[src/rtl/adder_sched_pkg.sv]
// rtl/adder_sched_pkg.sv - shared types and round-robin helper for adder_share_sched
//
// Purpose : FSM state type, requester-index width helper and the cyclic
//           first-set search shared by the scheduler and its arbiter.
// Contents: state_t, idw_of(), IDW, pick_t, rr_pick()
package adder_sched_pkg;

  typedef enum logic [1:0] {
    IDLE = 2'd0,
    CALC = 2'd1,
    HOLD = 2'd2
  } state_t;

  // rr_pick works on a fixed-width vector so one function serves every
  // NREQ up to MAX_NREQ; callers zero-extend their request vector.
  localparam int MAX_NREQ     = 16;
  localparam int MAX_IDW      = 4;
  localparam int NREQ_DEFAULT = 4;

  // Index width for n requesters, never below one bit.
  function automatic int idw_of(input int n);
    return (n > 1) ? $clog2(n) : 1;
  endfunction

  localparam int IDW = idw_of(NREQ_DEFAULT);

  typedef struct packed {
    logic               found;
    logic [MAX_IDW-1:0] idx;
  } pick_t;

  // First set bit of valid[0 +: n], searching ptr, ptr+1, ... modulo n.
  function automatic pick_t rr_pick(input logic [MAX_NREQ-1:0] valid,
                                    input int n, input int ptr);
    pick_t r;
    int    j;
    r = '0;
    for (int k = 0; k < MAX_NREQ; k++) begin
      if (k < n) begin
        j = ptr + k;
        if (j >= n) j = j - n;
        if (!r.found && valid[j[MAX_IDW-1:0]]) begin
          r.found = 1'b1;
          r.idx   = j[MAX_IDW-1:0];
        end
      end
    end
    return r;
  endfunction

endpackage

[src/rtl/rr_arbiter.sv]
// rtl/rr_arbiter.sv - combinational round-robin arbiter
//
// Purpose : picks one requester starting from ptr; grants only when en=1.
// Ports   : valid   in  NREQ  request vector
//           ptr     in  IDW   highest-priority requester index
//           en      in  1     issue opportunity this cycle
//           gnt     out NREQ  one-hot grant (zero when en=0 or no valid)
//           gnt_idx out IDW   index of the selected requester
module rr_arbiter
  import adder_sched_pkg::*;
#(
  parameter int NREQ = 4,
  localparam int AIDW = idw_of(NREQ)
) (
  input  logic [NREQ-1:0] valid,
  input  logic [AIDW-1:0] ptr,
  input  logic            en,
  output logic [NREQ-1:0] gnt,
  output logic [AIDW-1:0] gnt_idx
);

  logic [MAX_NREQ-1:0] w_valid_ext;
  pick_t               w_pick;
  logic                w_unused;

  assign w_valid_ext = MAX_NREQ'(valid);
  assign w_pick      = rr_pick(w_valid_ext, NREQ, int'(ptr));
  // Upper index bits are always zero for NREQ below MAX_NREQ.
  assign w_unused    = ^w_pick.idx;

  always_comb begin
    gnt     = '0;
    gnt_idx = w_pick.idx[AIDW-1:0];
    if (en && w_pick.found) gnt[w_pick.idx[AIDW-1:0]] = 1'b1;
  end

endmodule

[src/rtl/adder_share_sched.sv]
// rtl/adder_share_sched.sv - round-robin scheduler for one shared registered adder
//
// Purpose : grants one requester per DIV-cycle tick, adds its operands in
//           CALC and presents the tagged sum in HOLD until accepted.
// Ports   : clk, rst (async, active-high)
//           req_valid/req_a/req_b in, req_ready out   requester side
//           res_valid/res_sum/res_id out, res_ready in  result side
//           busy out   high whenever the FSM is not IDLE
module adder_share_sched
  import adder_sched_pkg::*;
#(
  parameter int NREQ = 4,
  parameter int OPW  = 6,
  parameter int DIV  = 2,
  localparam int SIDW = idw_of(NREQ)
) (
  input  logic              clk,
  input  logic              rst,
  input  logic [NREQ-1:0]     req_valid,
  input  logic [NREQ*OPW-1:0] req_a,
  input  logic [NREQ*OPW-1:0] req_b,
  output logic [NREQ-1:0]     req_ready,
  output logic                res_valid,
  input  logic                res_ready,
  output logic [OPW:0]        res_sum,
  output logic [SIDW-1:0]     res_id,
  output logic                busy
);

  localparam int CW = (DIV > 1) ? $clog2(DIV) : 1;

  state_t          r_state;
  logic [CW-1:0]   r_cnt;
  logic [SIDW-1:0] r_ptr;
  logic [OPW-1:0]  r_a;
  logic [OPW-1:0]  r_b;
  logic [SIDW-1:0] r_id;
  logic [OPW:0]    r_sum;
  logic [SIDW-1:0] r_res_id;

  logic            w_tick;
  logic            w_issue_en;
  logic [NREQ-1:0] w_gnt;
  logic [SIDW-1:0] w_gnt_idx;
  logic [OPW-1:0]  w_a;
  logic [OPW-1:0]  w_b;

  assign w_tick = (r_cnt == CW'(DIV - 1));
  // rst gating keeps req_ready low during reset even when DIV=1 makes the
  // held-at-zero counter look like a tick.
  assign w_issue_en = (r_state == IDLE) && w_tick && !rst;

  rr_arbiter #(.NREQ(NREQ)) u_arb (
    .valid   (req_valid),
    .ptr     (r_ptr),
    .en      (w_issue_en),
    .gnt     (w_gnt),
    .gnt_idx (w_gnt_idx)
  );

  assign w_a = req_a[w_gnt_idx*OPW +: OPW];
  assign w_b = req_b[w_gnt_idx*OPW +: OPW];

  assign req_ready = w_gnt;
  assign res_valid = (r_state == HOLD);
  assign busy      = (r_state != IDLE);
  assign res_sum   = r_sum;
  assign res_id    = r_res_id;

  // Free-running tick counter, independent of the FSM state.
  always_ff @(posedge clk or posedge rst) begin
    if (rst) begin
      r_cnt <= '0;
    end else if (r_cnt == CW'(DIV - 1)) begin
      r_cnt <= '0;
    end else begin
      r_cnt <= r_cnt + 1'b1;
    end
  end

  always_ff @(posedge clk or posedge rst) begin
    if (rst) begin
      r_state  <= IDLE;
      r_ptr    <= '0;
      r_a      <= '0;
      r_b      <= '0;
      r_id     <= '0;
      r_sum    <= '0;
      r_res_id <= '0;
    end else begin
      case (r_state)
        IDLE: begin
          if (|w_gnt) begin
            r_a     <= w_a;
            r_b     <= w_b;
            r_id    <= w_gnt_idx;
            r_ptr   <= (w_gnt_idx == SIDW'(NREQ - 1)) ? '0 : w_gnt_idx + 1'b1;
            r_state <= CALC;
          end
        end
        CALC: begin
          r_sum    <= {1'b0, r_a} + {1'b0, r_b};
          r_res_id <= r_id;
          r_state  <= HOLD;
        end
        HOLD: begin
          if (res_ready) r_state <= IDLE;
        end
        default: r_state <= IDLE;
      endcase
    end
  end

endmodule
[config.mk]
export PLATFORM = sky130hd
export DESIGN_NAME = adder_share_sched
export DESIGN_NICKNAME = d
export VERILOG_FILES = /design/src/rtl/adder_sched_pkg.sv /design/src/rtl/rr_arbiter.sv /design/src/rtl/adder_share_sched.sv
export SDC_FILE = /design/constraint.sdc
export NUM_CORES = 1
export LEC_CHECK = 0
export BUFFER_PORTS_ARGS = -buffer_cell sky130_fd_sc_hd__clkbuf_2
export CORE_UTILIZATION = 55
export CTS_CLUSTER_DIAMETER = 60
export DETAILED_ROUTE_END_ITERATION = 6
export PLACE_DENSITY = 0.86
export SLEW_MARGIN = 20
export SYNTH_ARGS = -nofsm -noshare
export SYNTH_HDL_FRONTEND = slang
export SYNTH_SLANG_ARGS = --single-unit
[constraint.sdc]
create_clock -name clk -period 6.2 [get_ports clk]
set_input_delay 0.62 -clock clk [delete_from_list [all_inputs] [get_ports clk]]
set_output_delay 0.62 -clock clk [all_outputs]
set_load 0.02 [all_outputs]
== Yosys cells after proc, flatten, opt, wreduce, memory -nomap -nowiden ==
Index checks and enable logic that the tools add are counted.
Word-level totals
  register bits after elaboration: 28
  output and inout bits: 15
  bits of input ports: 55
  logic and storage cells: 76
Cells by class
  shifts and indexed selects: 2
  order comparisons: 10
  equal/unequal tests: 5
  reductions and logical operators: 16
  multipliers: 1
  add/subtract/negate cells: 10
  muxes and demuxes: 24
Operators with widths (number)
  >= comparator 32 x 4 -> 1 bit, second input constant: 3
  indexed part select 24 x 6 -> 6 bit: 2
  less-than comparator 4 x 5 -> 1 bit, second input constant: 4
  two-way mux 4 bit: 5
  two-way mux 5 bit: 4
  binary-select mux 1 bit (select 4 bit): 4
  subtractor 4 bit, second input constant: 3
  adder 6 x 6 -> 7 bit: 1
  logical AND 1 bit: 7
  adder 2 x 2 -> 3 bit, second input constant: 2
  two-way mux 1 bit: 6
  two-way mux 2 bit: 3
  case mux 2 bit (3 select lines): 1
  equality test 2 bit, second input constant: 2
  logical NOT 1 bit: 4
  multiplier 2 x 2 -> 4 bit, second input constant: 1
  inequality test 2 x 1 -> 1 bit, second input constant: 2
  AND reduction 2 bit: 2
  OR reduction 4 bit: 1
  subtractor 2 x 3 -> 4 bit, second input constant: 1
  adder 2 x 1 -> 3 bit, second input constant: 1
  >= comparator 2 x 3 -> 1 bit, second input constant: 1
  less-than comparator 2 x 3 -> 1 bit, second input constant: 1
  adder 2 x 1 -> 2 bit, second input constant: 1
  other kinds (6): 6

== Logic depth before layout (Yosys ltp) ==
  depth after elaboration: 22
  mapped depth: 14
  mapped depth without buffers: 12

== Modules after synthesis ==
From an unflattened synthesis, not the netlist that was laid out.
Unflattened totals
  cell total of the unflattened synthesis: 167
  area, all modules: 2044.5 sq um
By module, submodules not included
  adder_share_sched: area an instance 1659.1 sq um, cells each 118, instances 1, sequential area each 700.7 sq um
  rr_arbiter: area an instance 385.4 sq um, cells each 49, instances 1, sequential area each 0.0 sq um

== Least setup slack after synthesis ==
No wires, ideal clock.
  path type: reg2reg
  start: reg r_ptr[0]
  end: reg r_a[0]
  data required time: 6118 ps
  setup slack: 2836 ps
  data arrival time: 3282 ps
  buffers on the path: 3
  clock period less this slack: 3364 ps
  library setup time: 82 ps
  stages on the path, launching flop included: 15
  path through: dfrtp_1 inv_1 ha_1 buf_6 mux2i_1 nor3_4 nor2_2 a221oi_4 buf_8 inv_1 ha_1 o41a_1 buf_2 o21a_1 a31oi_1
On the way
  longest elaborated chain between the ends: 21
  elaborated cells between the ends (all ways): 44
  classes of those cells: add/sub: 7; mul: 1; order compare: 6; shift: 1; mux: 19; reduce/logical: 10
RTL lines
  from (decl): RTL line adder_share_sched.sv:34  | logic [SIDW-1:0] r_ptr;
  from (signal assigned): RTL line adder_share_sched.sv:97  | r_ptr <= (w_gnt_idx == SIDW'(NREQ - 1)) ? '0 : w_gnt_idx + 1'b1;
  branches (longest 13 deep; another with >= comparator 32 x 4 -> 1 bit)
  two-way mux 5 bit (*): RTL line adder_sched_pkg.sv:42  | if (!r.found && valid[j[MAX_IDW-1:0]]) begin
  branches (longest 7 deep; another with multiplier 2 x 2 -> 4 bit)
  to (signal assigned): RTL line adder_share_sched.sv:94  | r_a <= w_a;
  to (decl): RTL line adder_share_sched.sv:35  | logic [OPW-1:0] r_a;
Every way passes the cells marked *. The select of a mux whose other input is x is not followed.
A chain may end at the register's enable or synchronous reset.

== Final worst setup path ==
  start: reg r_ptr[0]
  end: reg r_a[1]
The elaborated chain is that of the path after synthesis.

==> impl_summary.log <==
INFO  metric outcome = completed
INFO  metric postSynth.topFlopCell = dfrtp_1
INFO  metric start_kind = flop
INFO  metric critPathMaxFanout = 31
INFO  metric cts_sinks = 28
INFO  metric clkSlewWorstSetupHoldPaths = roughly 100 ps
INFO  metric ctsLongestPathBuffers = 2
INFO  metric holdBufCountCts = 0
INFO  metric detail-route-antenna-nets = 0
INFO  metric ys_warn_count = 0
INFO  metric crit_arrival = around 5000 ps
INFO  metric achievable-frequency = roughly 0.21 GHz
INFO  metric sequential_fraction_of_the_synthesis_area = between 30 and 40%
INFO  metric synth_cell_type_count = a little over 50
INFO  metric vias_per_cell = approximately 5.7
INFO  metric number_of_design_rule_violations_left_by_the_first_detailed_router_iteration = 71
INFO  metric cts_setup_buffers = 0
INFO  metric grt-ovfl-total = 0
INFO  metric die_area = 4200 um2
INFO  metric route.final.wire_length = slightly above 5000 um
INFO  metric cp_slowest_cell = a221oi_4
INFO  metric wl_per_cell = 15.0 um
INFO  metric register_area = 701 um2
INFO  metric root_buffer = clkbuf_8
INFO  metric synthArstFlopShare = 100%
INFO  metric rsz0062_at_grt = false
INFO  metric synth.area.top_cells = dfrtp_1 (32%), ha_1 (6.9%), mux2i_1 (6.0%)
INFO  metric vdd.ir_drop.worst = approximately 0.35 mV
INFO  metric number_of_cells_produced_by_synthesis = between 200 and 250
INFO  metric layout.core_utilization = about two thirds
INFO  metric grt_start_max_net_pins = 32
INFO  metric die_h = between 60 and 70 um
INFO  metric pre_repair_dr_iteration_count = 4
INFO  metric power_per_cell_area = approximately 600 nW/um2
INFO  metric synthesis.nets = ~310
INFO  metric grt_pass1_vias = 1,829
INFO  metric global_route_usage_over_all_layers = between 20% and 30%
INFO  metric layout_worst_path_cycle_share = approximately 76%
INFO  metric multi_input_comb_area = 1320 um2
INFO  metric tritoncts = yes
INFO  metric design.core.area = 3720 um2
INFO  metric critPathRequiredTime = about 6400 ps
INFO  metric io_pins = 70
INFO  metric portBuffers = 69
INFO  metric series_of_cell_instances_along_the_critical_path = inv_1 > ha_1 > mux2i_1 > nor3_4 > nor2_2 > a221oi_4 > inv_1 > ha_1 > o41a_1 > o21a_1 > a31oi_1
INFO  metric worstHoldPathType = in -> async
INFO  metric mostFrequentLayoutCells = clkbuf_2 (69), nand2_1 (29), dfrtp_1 (28)
INFO  metric via_count = approximately 2,000
INFO  metric yosys.area.top_type = dfrtp_1
INFO  metric maxCapViolCount = 0
INFO  metric start_util = between 50% and 60%
INFO  metric setup_tns = 0 ps
INFO  metric synth-edff-count = 0
INFO  metric syn_area_per_cell = 9.03 um2
INFO  metric report.final.setup_viol = 0
INFO  metric report.final.slew_viol_count = 0
INFO  metric cts-htree-levels = 1
INFO  metric reg2regPathDepth = 11
INFO  metric total_leakage_power = approximately 1.3 nW
INFO  metric share_of_yosys_cell_area_claimed_by_the_top_area_cell_type = between 30% and 40%
INFO  metric slowest_delay = between 800 and 900 ps
INFO  metric cts_buf_count = 3
INFO  metric final.fill_count = 321
INFO  metric most_common_cell_after_layout_fill_and_taps_aside = clkbuf_2
INFO  metric design.final.nets = ~370
INFO  metric max_slew_margin = between 20% and 30%
INFO  metric final-hold-violation-count = 0
INFO  metric ant_diodes = 0
INFO  metric ys_seq_elements = 28
INFO  metric worst_slew_pin_slew = between 1000 and 1500 ps
INFO  metric final.setup_skew = 5.29 ps
INFO  metric die_x = roughly 65 um
INFO  metric fin_crit = approximately 4700 ps
INFO  metric drc = 0
INFO  metric clock_latency = around 270 ps
INFO  metric routabilityCongestion = between 0.8 and 0.9
INFO  metric endpoint_kind = flop
INFO  metric crit_type = reg -> reg
INFO  metric drive_above_1_share = about a third
INFO  metric count_of_standard_cell_rows = 22
INFO  metric synthToLayoutAreaGrowth = 17.5%
INFO  metric hpwl = about 4000 um
INFO  metric postCtsResizedCells = 0
INFO  metric first_pass_grt_wire_length = between 8000 and 9000 um
INFO  metric grt_antenna_before_repair = 0
INFO  metric post_synth_instance_area = between 2000 and 2500 um2
-- flip-flops by register name (all words and copies together) (netlist names) --
register / cells
r_cnt: 1
res_id: 2
r_id: 2
r_a: 6
r_state: 2
r_b: 6
r_ptr: 2
res_sum: 7
-- power breakdown --
part           switching, mW  internal (mW)  leakage, nW
combinational          0.618          0.447        0.902
clock                 0.0594         0.0864       0.0357
sequential            0.0736          0.272        0.328
total                  0.751          0.805         1.27
-- metrics by stage --
stage          hold slack, ps  power, mW  setup WS [ps]  cells  area (um2)
6_report                  418       1.56           1510    346        2550
3_5_place_dp              428       1.40           1590    342        2470
5_1_grt                   461       1.70           1150    346        2550
3_3_place_gp              425       1.37           1720    342        2470
4_1_cts                   448       1.55           1520    346        2540
2_1_floorplan             410       1.21           2840    240        2170
-- metal layers --
layer / vias up / share of wire [%] / track usage (%)
met5: - / 0 / 0
met4: 0 / 0.73 / 6.67
met3: 2 / 5.7 / 2.46
met2: 61 / 48 / 42.8
met1: 939 / 46 / 36.5
li1: 969 / - / -
-- cells by family after synthesis --
family / share of synthesized area (%)
xor+xnor: 1.62
buf+inv: 6.81
flops: 32.3
mux: 9.30
fa+ha+maj: 7.85
simple gates: 15.5
compound gates: 26.6
-- worst max-delay path, delay by kind of cell, from the launching register on --
family | cells | cell delay [ps]
AND/OR/NAND/NOR | 2 | 450
adder cells (fa/ha/maj) | 2 | 720
flip-flops | 1 | 770
multiplexers | 1 | 190
AO/OA/AOI/OAI | 4 | 2070
buffers and inverters | 2 | 400
-- layout make-up --
class / instances / share of cell area, %
Clock inverter: 1 / 1.18
Tap cell: 48 / 2.36
Timing Repair Buffer: 69 / 13.6
Multi-Input combinational cell: 185 / 52.0
Sequential cell: 28 / 27.5
Clock buffer: 3 / 1.62
Inverter: 12 / 1.77
-- path summary, 6_finish.rpt --
kind	start	end	slack [ps]
worst max-delay path	r_ptr[0]$_DFFE_PP0P_	r_a[1]$_DFFE_PP0P_	1510
worst min-delay path	rst	res_sum[3]$_DFFE_PP0N_	420
worst max register to register	r_ptr[0]$_DFFE_PP0P_	r_a[1]$_DFFE_PP0P_	1510
worst min register to register	r_cnt$_DFF_PP0_	r_cnt$_DFF_PP0_	440
max in group asynchronous	rst	r_a[1]$_DFFE_PP0P_	5400
min in group clk	r_cnt$_DFF_PP0_	r_cnt$_DFF_PP0_	440
-- synthesized netlist by cell type, types with 2 or more instances --
library cell,instances
a221oi_1,2
and2_1,3
mux2i_1,13
inv_1,12
nor3_1,3
clkbuf_1,4
xor2_1,2
o21a_1,13
a31oi_1,13
nand2_1,29
nor2_1,16
nor2b_1,3
mux2_2,5
o21ai_0,24
buf_2,7
nand2b_1,5
ha_1,12
xnor2_1,2
buf_8,2
or2_2,2
a22oi_1,2
a21oi_1,5
dfrtp_1,28
a21o_1,5
buf_6,2
(Power assumes the default switching activity.)
